<file path="src/rtl/bus_term_fifo.sv">
// Per-terminal bus adapter: a TX FIFO from the driver toward the bus and an RX FIFO from the bus
// toward the monitor. Each FIFO counts the writes it rejects, and accepted RX pushes are checked against id.

module term_fifo #(
  parameter int W     = 16,
  parameter int DEPTH = 8,
  parameter int CNT_W = 16
) (
  input  logic             clk,
  input  logic             rst,
  input  logic             wr_en,
  input  logic [W-1:0]     wr_data,
  input  logic             rd_en,
  output logic             full,
  output logic             vld,
  output logic [W-1:0]     head,
  output logic [CNT_W-1:0] drop_cnt
);
  localparam int AW = $clog2(DEPTH);
  localparam logic [AW:0] FULL_CNT = (AW+1)'(DEPTH);

  logic [W-1:0]  mem [DEPTH];
  logic [AW-1:0] wr_ptr, rd_ptr, rd_ptr_nxt;
  logic [AW:0]   count, count_nxt, count_after_rd;
  logic [W-1:0]  head_q, head_nxt;
  logic          rd_acc, wr_acc;

  assign full = (count == FULL_CNT);
  assign vld  = (count != '0);
  assign head = head_q;

  // A write into a full FIFO still lands if a read frees the head slot in the same cycle.
  always_comb begin
    rd_acc         = rd_en && (count != '0);
    wr_acc         = wr_en && (!full || rd_acc);
    rd_ptr_nxt     = rd_acc ? rd_ptr + AW'(1) : rd_ptr;
    count_after_rd = count - (AW+1)'(rd_acc);
    count_nxt      = count_after_rd + (AW+1)'(wr_acc);
    head_nxt       = '0;
    if (count_nxt != '0)
      head_nxt = (count_after_rd == '0) ? wr_data : mem[rd_ptr_nxt];
  end

  // NOTE: the storage array carries no reset; the pointers and count decide what is valid.
  always_ff @(posedge clk) begin
    if (wr_acc) mem[wr_ptr] <= wr_data;
  end

  // NOTE: all sequential state uses non-blocking assignments so every register sees pre-edge values.
  always_ff @(posedge clk or posedge rst) begin
    if (rst) begin
      wr_ptr   <= '0;
      rd_ptr   <= '0;
      count    <= '0;
      head_q   <= '0;
      drop_cnt <= '0;
    end else begin
      if (wr_acc) wr_ptr <= wr_ptr + AW'(1);
      rd_ptr <= rd_ptr_nxt;
      count  <= count_nxt;
      head_q <= head_nxt;
      if (wr_en && !wr_acc && (drop_cnt != '1))
        drop_cnt <= drop_cnt + CNT_W'(1);
    end
  end
endmodule

module bus_term_fifo #(
  parameter int         pckg_sz  = 16,
  parameter int         depth    = 8,
  parameter int         rx_depth = 8,
  parameter logic [7:0] id       = 8'd0,
  parameter int         cnt_w    = 16
) (
  input  logic               clk,
  input  logic               reset,
  input  logic               wr_en,
  input  logic [pckg_sz-1:0] wr_data,
  output logic               full,
  output logic               pndng,
  output logic [pckg_sz-1:0] D_pop,
  input  logic               pop,
  input  logic               push,
  input  logic [pckg_sz-1:0] D_push,
  output logic               rx_vld,
  output logic [pckg_sz-1:0] rx_data,
  input  logic               rx_rd,
  output logic [cnt_w-1:0]   tx_drop,
  output logic [cnt_w-1:0]   rx_drop,
  output logic               misaddr
);
  logic       rx_full, rx_acc;
  logic [7:0] dst;

  term_fifo #(.W(pckg_sz), .DEPTH(depth), .CNT_W(cnt_w)) u_tx (
    .clk(clk), .rst(reset), .wr_en(wr_en), .wr_data(wr_data), .rd_en(pop),
    .full(full), .vld(pndng), .head(D_pop), .drop_cnt(tx_drop)
  );

  term_fifo #(.W(pckg_sz), .DEPTH(rx_depth), .CNT_W(cnt_w)) u_rx (
    .clk(clk), .rst(reset), .wr_en(push), .wr_data(D_push), .rd_en(rx_rd),
    .full(rx_full), .vld(rx_vld), .head(rx_data), .drop_cnt(rx_drop)
  );

  // Only pushes that the RX FIFO actually stores are address-checked.
  assign rx_acc = push && (!rx_full || (rx_rd && rx_vld));
  assign dst    = D_push[pckg_sz-1 -: 8];

  always_ff @(posedge clk or posedge reset) begin
    if (reset) misaddr <= 1'b0;
    else if (rx_acc && (dst != id)) misaddr <= 1'b1;
  end
endmodule

</file>
<file path="config.mk">
export PLATFORM = sky130hd
export DESIGN_NAME = bus_term_fifo
export DESIGN_NICKNAME = d
export VERILOG_FILES = /design/src/rtl/bus_term_fifo.sv
export SDC_FILE = /design/constraint.sdc
export NUM_CORES = 1
export LEC_CHECK = 0
export ABC_AREA = 0
export BUFFER_PORTS_ARGS = -buffer_cell sky130_fd_sc_hd__buf_2
export CAP_MARGIN = 25
export CORE_ASPECT_RATIO = 0.5
export CORE_MARGIN = 5
export CORE_UTILIZATION = 40
export CTS_CLUSTER_DIAMETER = 80
export DETAILED_ROUTE_END_ITERATION = 7
export PLACE_DENSITY = 0.54
export SLEW_MARGIN = 10
export SYNTH_ARGS = -nofsm -noshare
export SYNTH_HDL_FRONTEND = slang
export SYNTH_SLANG_ARGS = --single-unit
</file>
<file path="constraint.sdc">
create_clock -name clk -period 3.66 [get_ports clk]
set_input_delay 0.366 -clock clk [delete_from_list [all_inputs] [get_ports clk]]
set_output_delay 0.366 -clock clk [all_outputs]
set_load 0.02 [all_outputs]
</file>
==> results.json, run 1 <==
{
  "critPathLaunchType": "flip-flop",
  "wirelength_mm": 38.6,
  "grt_pass1_vias": 9956,
  "die_h_um": 151,
  "synth-seq-cells": 341,
  "dpl_cell_area_sq_um": 17100,
  "slew_viol_final": 0,
  "gr-total-overflow": 0,
  "max_stage_delay_ps": 580,
  "grt_pass1_wl_mm": 60.0,
  "synth_cell_types": 62,
  "hold_class": "in2async",
  "crit_cells": 10,
  "synth.largest_area_cell": "edfxtp_1",
  "clkLatencyLatePin_ps": 520,
  "worst_slew_pin_slew_ps": 906,
  "ant_nets": 0,
  "violations": "hold timing",
  "top_usage_layer": "met2",
  "cts_hold_buf": 0,
  "slowest_stage": "or4_4",
  "cts_made_buffers": 34,
  "endpoint": "u_rx.head[15]$_DFF_PP0_",
  "nets": 1139,
  "outcome": "finished, violations left",
  "netlist_area_sq_um": 15800,
  "use_met2": 0.323,
  "timing.reg2reg.worst_path_depth": 10,
  "critPathMaxFanout": 11,
  "synthesis.yosys.warnings": 0,
  "routed-via-count": 9379,
  "drv_cap": 0,
  "cts_tree": "built",
  "syn2layout_area_growth_pct": 15.7,
  "drt_iter0_markers": 620,
  "worst-path-buf-inv": 2,
  "met1_usage": 0.224,
  "rrSetupSlack_ps": 380,
  "setup_viol": 0,
  "critical_path.top_delay_family": "simple AND/OR/NAND/NOR gates",
  "layout-drive-gt1-share": 0.306,
  "cts.sinks": 341,
  "cp.arrival_ps": 3660,
  "fin_crit_ps": 3280,
  "cts_setup_buffers": 0,
  "final.fill_count": 3369,
  "numPortBuffers": 105,
  "dp_hpwl_mm": 24.0,
  "final-seq-area_sq_um": 9820,
  "ctsRootBufferMaster": "clkbuf_16",
  "power_density_nw_per_um2": 856,
  "avgViaCountPerCell": 5.71,
  "boundaryPins": 106,
  "grtUsageTotal": 0.177,
  "fmaxAchievable_mhz": 305,
  "crit_path_start": "u_rx.count[2]$_DFF_PP0_",
  "multi_input_area_sq_um": 5630,
  "ir_drop_mv": 0.390,
  "start_util": 0.406,
  "synthesis.nets": 1010,
  "yosysSeqAreaShare": 0.621,
  "first_pass_iters": 5,
  "wl_per_cell_um": 23.5,
  "dieArea_sq_um": 43800,
  "gr-usage-met3": 0.0289,
  "die_x_um": 291,
  "synth_top_flop_cell": "edfxtp_1",
  "postCtsResizedCells": 0,
  "diodes": 0,
  "rr_startpoint": "u_rx.count[2]$_DFF_PP0_",
  "power_uw": 15700,
  "maxSlewHeadroom": 0.396,
  "clock_path_buffers": 3,
  "syn_inst": 958,
  "core_area_sq_um": 38900,
  "antenna_found_initial": 0,
  "final_area_sq_um": 18300,
  "cts_max_level": 2,
  "synth_edf_count": 256,
  "fin_crit_sh": 0.897,
  "clock_skew_ps": 25.2,
  "crit_required_ps": 4030,
  "crit_type": "reg2reg",
  "rsz0062_at_grt": "false",
  "synth_area_leaders": "edfxtp_1 49%, mux4_2 14%, dfrtp_1 13%",
  "synth_top_cell_area_share": 0.487,
  "grt_start_max_net_pins": 82,
  "drc_errors": 0,
  "finalHoldViolCount": 3,
  "cp_cell_sequence": "or4_4, nand2_4, inv_1, ha_1, ha_1, xnor2_1, and4_1, buf_4, a2111oi_0, a2111oi_0",
  "num_rows": 51,
  "async_reset_ff_frac": 0.249,
  "hold_slack_ps": -15.0,
  "end_kind": "flip-flop",
  "synth.avg_cell_area_sq_um": 16.5,
  "gp_congestion": 0.759,
  "fin_setup_tns_ps": 0,
  "power.leakage_uw": 0.00665,
  "finish.utilization": 0.470,
  "clk_pin_slew_ps": 60,
  "r2r_end": "u_rx.head[15]$_DFF_PP0_"
}
[registers in the layout, indices dropped and copies added, names as in the netlist]
register       cells
misaddr            1
u_rx.rd_ptr        3
u_tx.head         16
u_tx.wr_ptr        3
u_tx.rd_ptr        3
u_rx.wr_ptr        3
u_rx.count         4
u_rx.mem         128
u_tx.count         4
u_tx.drop_cnt     16
u_rx.head         16
u_rx.drop_cnt     16
u_tx.mem         128
[synthesized netlist by cell type, types with 10 or more instances]
master	number
a2111oi_0	22
a2111oi_2	11
a211o_1	16
a21oi_1	16
a22o_1	15
and2_1	17
buf_2	25
clkbuf_1	18
dfrtp_1	85
edfxtp_1	256
ha_1	14
inv_1	21
mux2i_1	64
mux4_2	96
nand2_1	36
nand4_1	10
nor2_1	39
nor3_1	11
o211ai_1	16
o21ai_0	17
o221ai_1	30
xnor2_1	27
xor2_1	12
[worst min path at each step]
| stage | start | to | slack [ps] |
|---|---|---|---|
| floorplan | D_push[0] | u_rx.mem[0][0]$_DFFE_PP_ | 460 |
| global placement | misaddr$_DFFE_PP0P_ | misaddr$_DFFE_PP0P_ | 460 |
| detailed placement | misaddr$_DFFE_PP0P_ | misaddr$_DFFE_PP0P_ | 460 |
| CTS | reset | u_tx.drop_cnt[6]$_DFFE_PP0P_ | 2 |
| global route | reset | u_rx.drop_cnt[15]$_DFFE_PP0P_ | 50 |
| finish | reset | u_tx.drop_cnt[6]$_DFFE_PP0P_ | -20 |
[through the flow]
step           instances  worst slack [ps]
4_1_cts             1643               369
3_3_place_gp        1581               608
6_report            1643               377
5_1_grt             1643               215
3_5_place_dp        1581               375
2_1_floorplan        958               434
[logic make-up after synthesis]
group	share of synthesized area
AO/OA/AOI/OAI	0.0823
XOR/XNOR	0.0244
adder cells (fa/ha/maj)	0.0111
buffers and inverters	0.0251
flip-flops	0.621
multiplexers	0.180
AND/OR/NAND/NOR	0.0562
[final cells by class]
cell class                      instances  area share
Inverter                               23     0.00486
Tap cell                              530      0.0363
Clock inverter                          5     0.00438
Sequential cell                       341       0.537
Multi-Input combinational cell        535       0.308
Timing Repair Buffer                  152      0.0508
Clock buffer                           57      0.0583
[per-layer routing]
metal | part of all wire | wire [um]
met1 | 0.42 | 16200
met2 | 0.53 | 20600
met3 | 0.033 | 1270
met4 | 0.016 | 633
met5 | 0 | 0
[cell usage in the layout (no fill, tap or decap), types with 10 or more instances in the layout]
cell type | synthesis | layout
a21oi_1 | 16 | 16
ha_1 | 14 | 13
nand4_1 | 10 | 10
buf_4 | 3 | 43
clkbuf_16 | 0 | 37
dfrtp_1 | 85 | 83
buf_2 | 25 | 105
a22o_1 | 15 | 15
and2_1 | 17 | 17
o21ai_0 | 17 | 17
nor2_1 | 39 | 39
mux2i_1 | 64 | 64
mux4_2 | 96 | 96
nand2_1 | 36 | 36
a211o_1 | 16 | 16
o211ai_1 | 16 | 16
a2111oi_2 | 11 | 11
xnor2_1 | 27 | 27
clkbuf_1 | 18 | 13
o221ai_1 | 30 | 30
xor2_1 | 12 | 12
edfxtp_1 | 256 | 256
a2111oi_0 | 22 | 22
inv_1 | 21 | 20
[where the power goes]
part | internal (uW) | switching, uW | leakage (uW) | total (uW)
Clock | 2130 | 1430 | 0.000559 | 3560
Combinational | 3060 | 3640 | 0.00271 | 6710
Sequential | 4960 | 428 | 0.00338 | 5380
No activity file was read; power rests on OpenSTA's default activity.
==> run 2: changes to the inputs <==
- ABC_AREA: 0 -> 1
- CORE_ASPECT_RATIO: 0.5 -> 1.2
- clock period: 3.66 -> 3.9 ns (I/O delays scaled with it)
==> results.json, run 2 <==
{
  "cp.arrival_ps": 3380,
  "synth-seq-cells": 341,
  "boundaryPins": 106,
  "final_area_sq_um": 16800,
  "die_x_um": 184,
  "synth_top_flop_cell": "edfxtp_1",
  "synth.avg_cell_area_sq_um": 11.1,
  "synth-compound-area-share": 0.00583,
  "antenna_found_initial": 0,
  "num_rows": 76,
  "clock_path_buffers": 3,
  "switching_power_uw": 4960,
  "synth_cell_types": 31,
  "gr-total-overflow": 0,
  "grt_pass1_wl_mm": 58.2,
  "grt_start_max_net_pins": 36,
  "rsz0062_at_grt": "false",
  "finish.utilization": 0.467,
  "min_from": "wr_data[10]",
  "rr_startpoint": "u_tx.count[1]$_DFF_PP0_",
  "final-seq-area_sq_um": 9810,
  "clock_skew_ps": 15.1,
  "synthAdderAreaFrac": 0.0120,
  "hold_class": "in2reg",
  "drt_iter0_markers": 658,
  "avgViaCountPerCell": 5.21,
  "clk_pin_slew_ps": 60,
  "routed-via-count": 10032,
  "setup_viol": 0,
  "netlist_top_cells_count": "377 x nand3_1, 256 x edfxtp_1, 236 x nand2_1",
  "multi_input_area_sq_um": 4120,
  "synth.largest_area_cell": "edfxtp_1",
  "slew_viol_final": 0,
  "seqPwrFrac": 0.377,
  "synthesis.yosys.warnings": 0,
  "finalHoldViolCount": 0,
  "crit_required_ps": 4310,
  "fin_setup_tns_ps": 0,
  "critPathMaxFanout": 17,
  "crit_path_start": "u_tx.count[1]$_DFF_PP0_",
  "p_comb_frac": 0.365,
  "syn2layout_area_growth_pct": 14.9,
  "first_pass_iters": 5,
  "nets": 1480,
  "yosysSeqAreaShare": 0.672,
  "cts.sinks": 341,
  "drv_cap": 0,
  "netlist_area_sq_um": 14600,
  "power_density_nw_per_um2": 773,
  "fin_crit_ps": 2960,
  "final_cell_mix": "377 x nand3_1, 256 x edfxtp_1, 235 x nand2_1, 105 x buf_2, 85 x dfrtp_1",
  "clkLatencyLatePin_ps": 530,
  "synth_mux_area_frac": 0,
  "ir_drop_mv": 0.377,
  "cts_max_level": 2,
  "dieArea_sq_um": 40400,
  "dpl_cell_area_sq_um": 15600,
  "end_kind": "flip-flop",
  "power.leakage_uw": 0.00686,
  "final.fill_count": 3320,
  "numPortBuffers": 105,
  "gp_congestion": 0.764,
  "cts_made_buffers": 37,
  "internal-power_uw": 8010,
  "dp_hpwl_mm": 21.3,
  "synth_top_family_by_area": "simple AND/OR/NAND/NOR gates",
  "maxSlewHeadroom": 0.420,
  "layout-drive-gt1-share": 0.169,
  "async_reset_ff_frac": 0.249,
  "critPathLaunchType": "flip-flop",
  "grt_pass1_vias": 9890,
  "core_area_sq_um": 35900,
  "outcome": "completed",
  "crit_type": "reg2reg",
  "synthXorXnorAreaFrac": 0.0239,
  "synth.most_common_cell": "nand3_1",
  "layout_commonest_cell": "nand3_1",
  "start_util": 0.406,
  "synthSimpleGateAreaFrac": 0.240,
  "wl_per_cell_um": 19.4,
  "power_frac_clock": 0.258,
  "synth_top_cell_area_share": 0.527,
  "synth_area_leaders": "edfxtp_1 53%, dfrtp_1 15%, nand3_1 13%",
  "cts_tree": "built",
  "ant_nets": 0,
  "grtUsageTotal": 0.186,
  "ctsRootBufferMaster": "clkbuf_16",
  "final_cells": 1925,
  "wirelength_mm": 37.3,
  "fmaxAchievable_mhz": 337,
  "die_h_um": 219,
  "synth_edf_count": 256,
  "fin_crit_sh": 0.760,
  "top_regs": "u_rx.mem: 128 flops, u_tx.mem: 128 flops",
  "synthesis.nets": 1364,
  "drc_errors": 0,
  "worst_slew_pin_slew_ps": 867,
  "switching_share": 0.382,
  "hold_slack_ps": 157,
  "diodes": 0,
  "syn_inst": 1312,
  "dp.cells": 1856
}
[run 2: changes by cell type in the layout (fill, tap and decap cells not counted), sizes merged, moves of 16 or more]
| cell | change |
|---|---|
| nand2 | +211 |
| mux2i | -64 |
| o211ai | -16 |
| a2111oi | -33 |
| a211o | -16 |
| nor2 | +70 |
| nand3 | +369 |
| inv | +57 |
| mux4 | -96 |
| o221ai | -30 |
[run 2: kinds of logic after synthesis]
kind of cell             Yosys count
buffers and inverters            144
XOR/XNOR                          39
flip-flops                       341
adder cells (fa/ha/maj)           14
AO/OA/AOI/OAI                     11
AND/OR/NAND/NOR                  763
[run 2: final timing paths]
kind	cells past startpoint	slack, ps	to
max in group asynchronous	4	2700	u_rx.head[7]$_DFF_PP0_
worst max-delay path	15	940	u_tx.head[8]$_DFF_PP0_
worst min-delay path	1	160	u_tx.mem[2][10]$_DFFE_PP_
worst min register to register	1	500	u_tx.drop_cnt[14]$_DFFE_PP0P_
min in group asynchronous	3	390	u_rx.drop_cnt[4]$_DFFE_PP0P_
worst max register to register	15	940	u_tx.head[8]$_DFF_PP0_
[run 2: layer usage]
metal  global-route usage  share of wire
met1                0.228           0.40
met2                0.334           0.52
met3               0.0313          0.057
met4               0.0574          0.027
met5                    0              0
[run 2: power groups by stage]
stage	logic [uW]	clock network (uW)	registers [uW]
floorplan	3130	0	5170
global placement	4750	0	4960
detailed placement	4790	0	4970
CTS	4820	3440	4900
global route	5320	3620	4950
finish	4730	3350	4890
[run 2: critical path, stage by stage, from the launching register on]
cell,delay [ps]
dfrtp_1,400
nor2_2,170
nand2_2,110
nand2_4,110
inv_2,70
ha_1,190
ha_1,200
nor2_1,170
nor2_4,70
nor2_1,100
nand3_1,510
buf_4,450
nor2_1,130
nor2_2,50
nand2_1,70
inv_1,40
[run 2: through the flow]
stage	total power, uW	worst slack, ps
after floorplan	8300	1320
after global placement	9720	976
after detailed placement	9760	923
after CTS	13200	906
after global routing	13900	652
final	13000	936
[run 2: cell type report]
| class | count | area share |
|---|---|---|
| Clock buffer | 53 | 0.0625 |
| Clock inverter | 15 | 0.00634 |
| Inverter | 80 | 0.0180 |
| Multi-Input combinational cell | 827 | 0.246 |
| Sequential cell | 341 | 0.585 |
| Tap cell | 468 | 0.0349 |
| Timing Repair Buffer | 141 | 0.0476 |
[run 2: timing repair]
item	4_1_cts	5_1_grt
resized for setup	0	0
endpoints found under the hold margin	19	0
setup buffers	0	0
hold buffers	1	0
==> run 3: changes to the inputs <==
- clock period: 3.9 -> 3.1 ns (I/O delays scaled with it)
==> results.json, run 3 (synthesis results as in run 2) <==
{
  "outcome": "completed",
  "power_uw": 16800,
  "core_area_sq_um": 35900,
  "place_worst_setup_slack_ps": 409,
  "clk_pin_slew_ps": 60,
  "layout_commonest_cell": "nand3_1",
  "slew_viol_final": 0,
  "drv_cap": 0,
  "top_regs": "u_rx.mem: 128 flops, u_tx.mem: 128 flops",
  "grtUsageTotal": 0.183,
  "ctsRootBufferMaster": "clkbuf_16",
  "first_pass_iters": 5,
  "ir_drop_mv": 0.532,
  "dp.cells": 1862,
  "rsz0062_at_grt": "false",
  "rr_startpoint": "u_rx.count[2]$_DFF_PP0_",
  "maxSlewHeadroom": 0.464,
  "crit_top_cell": "ha_1",
  "clock_skew_ps": 29.1,
  "cts_setup_buffers": 0,
  "grt_pass1_wl_mm": 57.7,
  "cts_max_level": 2,
  "num_rows": 76,
  "cts_tree": "built",
  "gr-total-overflow": 0,
  "fin_crit_ps": 2690,
  "p_comb_frac": 0.358,
  "r2r_end": "u_rx.head[15]$_DFF_PP0_",
  "dp_hpwl_mm": 21.9,
  "crit_path_start": "u_rx.count[2]$_DFF_PP0_",
  "fin_crit_sh": 0.869,
  "gp_congestion": 0.782,
  "grt_start_max_net_pins": 49,
  "timing.reg2reg.worst_path_depth": 15,
  "max_stage_delay_ps": 400,
  "syn2layout_area_growth_pct": 16.7,
  "grt_pass1_vias": 9952,
  "finalHoldViolCount": 0,
  "critPathMaxFanout": 16,
  "wirelength_mm": 36.8,
  "layout-drive-gt1-share": 0.180,
  "switching_power_uw": 6350,
  "fmaxAchievable_mhz": 371,
  "seqPwrFrac": 0.365,
  "die_x_um": 184,
  "nets": 1487,
  "endpoint": "u_rx.head[15]$_DFF_PP0_",
  "boundaryPins": 106,
  "hold_class": "in2reg",
  "numPortBuffers": 105,
  "worst-path-buf-inv": 4,
  "power_frac_clock": 0.277,
  "ant_nets": 0,
  "cts.sinks": 341,
  "wl_per_cell_um": 19.0,
  "end_kind": "flip-flop",
  "rrSetupSlack_ps": 410,
  "critical_path.top_delay_family": "simple AND/OR/NAND/NOR gates",
  "drc_errors": 0,
  "crit_type": "reg2reg",
  "clkLatencyLatePin_ps": 550,
  "worst_slew_pin_slew_ps": 801,
  "finish.utilization": 0.474,
  "start_util": 0.406,
  "drt_iter0_markers": 597,
  "crit_cells": 15,
  "antenna_found_initial": 3,
  "clock_path_buffers": 3,
  "crit_required_ps": 3520,
  "dieArea_sq_um": 40400,
  "routed-via-count": 9955,
  "setup_ws_ps": 407,
  "postCtsResizedCells": 0,
  "cts_made_buffers": 38,
  "critPathLaunchType": "flip-flop",
  "die_h_um": 219,
  "setup_viol": 0,
  "slowest_stage": "dfrtp_1",
  "internal-power_uw": 10500,
  "power.leakage_uw": 0.00698,
  "power_density_nw_per_um2": 989,
  "fin_setup_tns_ps": 0,
  "final_cell_mix": "377 x nand3_1, 256 x edfxtp_1, 236 x nand2_1, 105 x buf_2, 85 x dfrtp_1",
  "final_cells": 1934,
  "avgViaCountPerCell": 5.15,
  "cp.arrival_ps": 3110,
  "cp_cell_sequence": "nor2_2, nand2_2, nand2_4, inv_2, ha_1, ha_1, inv_1, ha_1, xor2_1, nor3_1, and2_1, buf_4, nor2_1, nand2_1, inv_1",
  "switching_share": 0.377
}
[run 3: cell count changes in the layout (fill, tap and decap cells not counted), sizes merged]
cell / before / now
buf: 140 / 146
bufinv: 1 / 4
clkbuf: 53 / 47
clkinv: 13 / 15
clkinvlp: 1 / 3
diode: 0 / 1
inv: 80 / 81
[run 3: worst min path at each step]
stage | from | endpoint | cells past startpoint
finish | wr_data[6] | u_tx.mem[5][6]$_DFFE_PP_ | 1
detailed placement | misaddr$_DFFE_PP0P_ | misaddr$_DFFE_PP0P_ | 1
floorplan | D_push[0] | u_rx.mem[0][0]$_DFFE_PP_ | 0
global route | D_push[7] | u_rx.mem[7][7]$_DFFE_PP_ | 1
global placement | misaddr$_DFFE_PP0P_ | misaddr$_DFFE_PP0P_ | 1
CTS | D_push[5] | u_rx.mem[5][5]$_DFFE_PP_ | 1
[run 3: worst register-to-register path: stages, from the launching register on]
cell,delay [ps]
dfrtp_1,400
nor2_2,170
nand2_2,110
nand2_4,120
inv_2,70
ha_1,220
ha_1,300
inv_1,50
ha_1,210
xor2_1,180
nor3_1,130
and2_1,140
buf_4,310
nor2_1,80
nand2_1,70
inv_1,40
[run 3: per-stage QoR]
step	hold WS (ps)	area, sq um
after floorplan	409	14600
after detailed placement	454	15700
after global placement	452	15700
after global routing	52.7	17000
final	56.8	17000
after CTS	38.1	17000
[run 3: power groups by stage]
stage,Clock [uW],Sequential (uW),Combinational (uW)
after CTS,4790,6160,6150
final,4660,6140,6030
after floorplan,0,6500,3940
after detailed placement,0,6240,6130
after global routing,4990,6220,6800
after global placement,0,6230,6020
[run 3: cell type report]
class | count | area [sq um]
Timing Repair Buffer | 147 | 881
Clock inverter | 23 | 278
Tap cell | 468 | 586
Sequential cell | 341 | 9810
Multi-Input combinational cell | 827 | 4120
Clock buffer | 47 | 1050
Fill cell | 3306 | 18900
Antenna cell | 1 | 2.50
Inverter | 80 | 303
[run 3: per-layer routing]
metal / part of all wire / global-route usage
met5: 0.00057 / 0
met4: 0.018 / 0.0431
met3: 0.048 / 0.0293
met2: 0.53 / 0.337
met1: 0.40 / 0.225
[run 3: what timing repair did]
item                                    4_1_cts  5_1_grt
hold buffers                                  1        0
endpoints found under the setup margin        0        0
hold endpoints to repair                     47        0
